File: src/rtl/fetch_if.sv
// Bundle between the fetch stage and its surroundings: instruction memory,
// hazard/redirect inputs and the IF/ID register outputs toward decode.
interface fetch_if #(
    parameter int PC_W = 32
);
    logic [PC_W-1:0] imem_addr;
    logic [31:0]     imem_rdata;
    logic            stall;
    logic            pc_src;
    logic [PC_W-1:0] pc_target;
    logic [31:0]     if_id_inst;
    logic [PC_W-1:0] if_id_pc4;
    logic            if_id_valid;
    logic            pipe_stall;
    logic            halted;

    modport master (
        output imem_addr, if_id_inst, if_id_pc4, if_id_valid, pipe_stall, halted,
        input  imem_rdata, stall, pc_src, pc_target
    );

    modport slave (
        input  imem_addr, if_id_inst, if_id_pc4, if_id_valid, pipe_stall, halted,
        output imem_rdata, stall, pc_src, pc_target
    );
endinterface

File: src/rtl/fetch_stage.sv
// Instruction fetch with IF/ID register: PC sequencing, load-use stall,
// branch/jump redirect with one-slot flush, and HLT freeze.
module fetch_stage #(
    parameter int              PC_W     = 32,
    parameter logic [PC_W-1:0] RESET_PC = '0,
    parameter logic [31:0]     NOP_INST = 32'h0000_0000
) (
    input  logic     i_clk,
    input  logic     i_rst_n,
    fetch_if.master  bus
);

    typedef enum logic {S_RUN, S_HALTED} state_t;

    localparam logic [5:0] HLT_OP = 6'b111111;

    state_t          r_state;
    logic [PC_W-1:0] r_pc;
    logic [31:0]     r_inst_p1;
    logic [PC_W-1:0] r_pc4_p1;
    logic            r_vld_p1;

    state_t          w_state_nxt;
    logic [PC_W-1:0] w_pc_nxt;
    logic [31:0]     w_inst_nxt;
    logic [PC_W-1:0] w_pc4_nxt;
    logic            w_vld_nxt;
    logic [PC_W-1:0] w_pc_plus4;
    logic [PC_W-1:0] w_target;

    assign w_pc_plus4 = r_pc + PC_W'(4);
    assign w_target   = bus.pc_target & ~PC_W'(3);

    // Priority: redirect beats stall, stall beats HLT detection and normal fetch
    always_comb begin
        w_state_nxt = r_state;
        w_pc_nxt    = r_pc;
        w_inst_nxt  = r_inst_p1;
        w_pc4_nxt   = r_pc4_p1;
        w_vld_nxt   = r_vld_p1;
        if (bus.pc_src) begin
            w_pc_nxt    = w_target;
            w_inst_nxt  = NOP_INST;
            w_pc4_nxt   = '0;
            w_vld_nxt   = 1'b0;
            w_state_nxt = S_RUN;
        end else if (!bus.stall) begin
            case (r_state)
                S_RUN: begin
                    w_inst_nxt = bus.imem_rdata;
                    w_pc4_nxt  = w_pc_plus4;
                    w_vld_nxt  = 1'b1;
                    if (bus.imem_rdata[31:26] == HLT_OP)
                        w_state_nxt = S_HALTED;
                    else
                        w_pc_nxt = w_pc_plus4;
                end
                S_HALTED: begin
                    w_inst_nxt = NOP_INST;
                    w_pc4_nxt  = '0;
                    w_vld_nxt  = 1'b0;
                end
                default: w_state_nxt = S_RUN;
            endcase
        end
    end

    // IF -> ID boundary
    always_ff @(posedge i_clk or negedge i_rst_n) begin
        if (!i_rst_n) begin
            r_state   <= S_RUN;
            r_pc      <= RESET_PC;
            r_inst_p1 <= NOP_INST;
            r_pc4_p1  <= '0;
            r_vld_p1  <= 1'b0;
        end else begin
            r_state   <= w_state_nxt;
            r_pc      <= w_pc_nxt;
            r_inst_p1 <= w_inst_nxt;
            r_pc4_p1  <= w_pc4_nxt;
            r_vld_p1  <= w_vld_nxt;
        end
    end

    assign bus.imem_addr   = r_pc;
    assign bus.if_id_inst  = r_inst_p1;
    assign bus.if_id_pc4   = r_pc4_p1;
    assign bus.if_id_valid = r_vld_p1;
    assign bus.halted      = (r_state == S_HALTED);
    assign bus.pipe_stall  = bus.stall | ~r_vld_p1;

endmodule

File: src/flat_wrapper.sv
// flat-port wrapper written by rule: the top's interface ports become plain ports
module fetch_stage_flat 
#(
    parameter int              PC_W     = 32,
    parameter logic [PC_W-1:0] RESET_PC = '0,
    parameter logic [31:0]     NOP_INST = 32'h0000_0000
)
  (i_clk, i_rst_n, bus_imem_addr, bus_if_id_inst, bus_if_id_pc4, bus_if_id_valid, bus_pipe_stall, bus_halted, bus_imem_rdata, bus_stall, bus_pc_src, bus_pc_target);
  fetch_if #(.PC_W(PC_W)) bus_i ();
  input  logic i_clk;
  input  logic i_rst_n;
  output wire logic [$bits(bus_i.imem_addr)-1:0] bus_imem_addr;
  output wire logic [$bits(bus_i.if_id_inst)-1:0] bus_if_id_inst;
  output wire logic [$bits(bus_i.if_id_pc4)-1:0] bus_if_id_pc4;
  output wire logic [$bits(bus_i.if_id_valid)-1:0] bus_if_id_valid;
  output wire logic [$bits(bus_i.pipe_stall)-1:0] bus_pipe_stall;
  output wire logic [$bits(bus_i.halted)-1:0] bus_halted;
  input wire logic [$bits(bus_i.imem_rdata)-1:0] bus_imem_rdata;
  input wire logic [$bits(bus_i.stall)-1:0] bus_stall;
  input wire logic [$bits(bus_i.pc_src)-1:0] bus_pc_src;
  input wire logic [$bits(bus_i.pc_target)-1:0] bus_pc_target;
  assign bus_imem_addr = bus_i.imem_addr;
  assign bus_if_id_inst = bus_i.if_id_inst;
  assign bus_if_id_pc4 = bus_i.if_id_pc4;
  assign bus_if_id_valid = bus_i.if_id_valid;
  assign bus_pipe_stall = bus_i.pipe_stall;
  assign bus_halted = bus_i.halted;
  assign bus_i.imem_rdata = bus_imem_rdata;
  assign bus_i.stall = bus_stall;
  assign bus_i.pc_src = bus_pc_src;
  assign bus_i.pc_target = bus_pc_target;
  fetch_stage #(.PC_W(PC_W), .RESET_PC(RESET_PC), .NOP_INST(NOP_INST)) u_core (.i_clk(i_clk), .i_rst_n(i_rst_n), .bus(bus_i));
endmodule
File: config.mk
export PLATFORM = sky130hd
export DESIGN_NAME = fetch_stage_flat
export DESIGN_NICKNAME = d
export VERILOG_FILES = /design/src/rtl/fetch_if.sv /design/src/rtl/fetch_stage.sv /design/src/flat_wrapper.sv
export SDC_FILE = /design/constraint.sdc
export NUM_CORES = 1
export LEC_CHECK = 0
export BUFFER_PORTS_ARGS = -buffer_cell sky130_fd_sc_hd__buf_2
export CAP_MARGIN = 20
export CORE_MARGIN = 2
export CORE_UTILIZATION = 50
export DETAILED_ROUTE_END_ITERATION = 8
export HOLD_SLACK_MARGIN = 0.1
export PLACE_DENSITY = 0.85
export SYNTH_ARGS = -nofsm -noshare
export SYNTH_HDL_FRONTEND = slang
export SYNTH_SLANG_ARGS = --single-unit
File: constraint.sdc
create_clock -name i_clk -period 2.5 [get_ports i_clk]
set_input_delay 0.25 -clock i_clk [delete_from_list [all_inputs] [get_ports i_clk]]
set_output_delay 0.25 -clock i_clk [all_outputs]
set_load 0.05 [all_outputs]
==> results.cfg <==
[yosys]
synth_edf_count = 0
yosysWarnings = 0
synthTopCellsByCount = dfrtp_1 (95), nand2_1 (75), o21ai_0 (44), a22o_1 (35), xor2_1 (33)
synth_top_area_cell = dfrtp_1
synth_cell_types = 41
yosysTopAreaCellShare = 0.519
yosysMostFrequentCell = dfrtp_1
yosys-top-cells-area = dfrtp_1 (52%), a22o_1 (6.7%), xor2_1 (6.3%)
ys_seq_area_frac = 0.519
syn_area_per_cell_um2 = 10.4
synth_seq_cells = 95
async_flop_share = 1.00
synthCells = 441
synth_ff_type = dfrtp_1
synth_area_um2 = 4580

[drt]
dr.pass1.iters = 4
dr_total_vias = 3907
wire_per_inst_um = 16.1
viasPerCell = 5.45
drt-initial-drc-count = 107
wirelength_um = 11500
remaining_drc_errors = 0
ant_nets = 0

[timing]
setup_slack_ps = 240
fin_crit_sh = 0.904
fin_crit_ps = 2260
finalHoldViolCount = 0
worst_pin_slew_ps = 927
setup_viol = 0
slew_violations = 0
relSlewSlack = 0.382
rsz0062_at_grt = no
tns_ps = 0
fmax_mhz = 442
whs_ps = 121
clock_skew_ps = 11.8

[clocking]
clk_pin_slew_ps = 90
cts_hold_buffers = 11
clock_path_buffers = 2
clock_latency_ps = 350
ctsHtreeMaxLevel = 3
tritoncts = done
cts_resized = 0
cts_root_buffer = clkbuf_8
cts-buffers-inserted = 9
cts_sinks = 95
post_cts_buffers = 0

[critical_path]
crit_path_end_kind = flop
crit_type = reg -> reg
critPathLaunch = u_core.bus.imem_addr[2]
crit_required_ps = 2720
path_max_fanout = 14
r2r-start = u_core.bus.imem_addr[2]
cp.arrival_ps = 2480
worstSetupStartpointType = flop
rr_worst_depth = 6
r2r_slack_ps = 240
reg2reg_to = u_core.bus.imem_addr[20]
endpoint = u_core.bus.imem_addr[20]

[place]
gp_congestion = 0.851
hpwl_um = 8350
port_buffers = 162
pre_cts_slack_ps = 289

[global_route]
grt_max_degree = 53
antenna_found_initial = 0
grt_pass1_vias = 3725
grt_pass1_wl_um = 18500
gr-total-overflow = 0
grtUsageTotal = 0.233

[finish]
drive_gt1_frac = 0.343
fillerInstances = 695
finalNetCount = 673
area_growth_pct = 25.5
insertedDiodeCount = 0

[run_status]
status = completed

[die]
core_um2 = 8810
initial_utilization = 0.520
die-area_um2 = 9940
die_h_um = 99.7
num_rows = 34
pin_count = 167
die_w_um = 99.7

[pwr]
p_sw_w = 0.00129
leakage_nw = 2.75
power_density_nw_per_um2 = 656
pwr-share-comb = 0.237
vdd_ir_drop_max_uv = 391
clockPowerShare = 0.293
power.internal_w = 0.00248
p_seq_frac = 0.470
power_switching_share = 0.343

[worst_hold_path]
min_path_type = in -> reg

[run]
maxCapViolCount = 0
[worst max-delay path: stages (launching register included)]
cell,delay [ps]
dfrtp_1,460
ha_1,260
nand3_1,170
or4_4,600
nor4_2,380
xnor2_1,170
o21ai_1,80
[layer usage]
metal	track usage	vias up	part of all wire
met5	0	-	0
met4	0.0580	0	0.011
met3	0.0541	14	0.066
met2	0.375	158	0.48
met1	0.321	1873	0.44
li1	-	1862	-
[worst min-delay path by stage]
stage / slack, ps / cells after the start / endpoint / start
global placement: 320 / 1 / u_core.bus.if_id_inst[0] / i_rst_n
detailed placement: 330 / 1 / u_core.bus.if_id_inst[3] / i_rst_n
CTS: 100 / 3 / u_core.bus.imem_addr[9] / bus_pc_target[9]
finish: 120 / 3 / u_core.bus.imem_addr[14] / bus_pc_target[14]
global route: 100 / 2 / u_core.bus.if_id_inst[1] / bus_imem_rdata[1]
floorplan: -50 / 0 / u_core.bus.halted / i_rst_n
[state kept, by name, summed over array words and instances, names as in the netlist]
signal	count
u_core.bus.if_id_pc4	31
u_core.bus.if_id_inst	32
u_core.bus.if_id_valid	1
u_core.bus.imem_addr	30
u_core.bus.halted	1
[cells by family (layout without fill, tap and decap cells)]
logic type      count (synthesis)  in the layout  share of synthesized area
compound gates                 94             94                      0.133
xor+xnor                       57             57                      0.109
fa+ha+maj                       1              1                    0.00273
buf+inv                        36            203                     0.0489
flops                          95             95                      0.519
mux                             1              1                    0.00219
other cells                     1              2                   0.000819
simple gates                  156            156                      0.184
[placed cells by master (no fill, tap or decap), drive strengths merged]
cell         count
a22o            35
and2             2
and3             4
and4             1
buf            173
bufinv           2
clkbuf          11
clkinv           2
clkinvlp         1
conb             2
dfrtp           95
dlygate4sd3     11
ha               1
inv              3
mux2i            1
nand2           75
nand2b           1
nand3           16
nand4           19
nor2            12
nor2b            1
nor3            13
nor4             6
o21a             1
o21ai           58
or2              2
or3              2
or4              2
xnor2           24
xor2            33
[per-stage QoR]
step	cells	utilization	area, µm²	total power (W)
floorplan	442	-	4580	0.00241
global placement	690	0.615	5410	0.00266
detailed placement	690	0.615	5410	0.00268
CTS	717	0.653	5750	0.00380
global route	717	0.653	5750	0.00393
finish	717	0.653	5750	0.00377
[power groups by stage]
stage | Clock, W | Sequential [W] | Combinational, W
after CTS | 0.00113 | 0.00177 | 0.000899
after global placement | 0 | 0.00179 | 0.000873
final | 0.00111 | 0.00177 | 0.000892
after detailed placement | 0 | 0.00180 | 0.000883
after floorplan | 0 | 0.00216 | 0.000246
after global routing | 0.00120 | 0.00179 | 0.000947
[area by class of cell]
type / count / area, µm² / share of cell area
multi-input combinational: 311 / 1990 / 0.347
tap: 108 / 135 / 0.0235
clock inverter: 5 / 81.3 / 0.0142
timing repair buffer: 184 / 1010 / 0.175
inverter: 3 / 11.3 / 0.00196
sequential: 95 / 2380 / 0.414
clock buffer: 11 / 141 / 0.0246
Note: power is estimated with default switching activity, not from simulation.
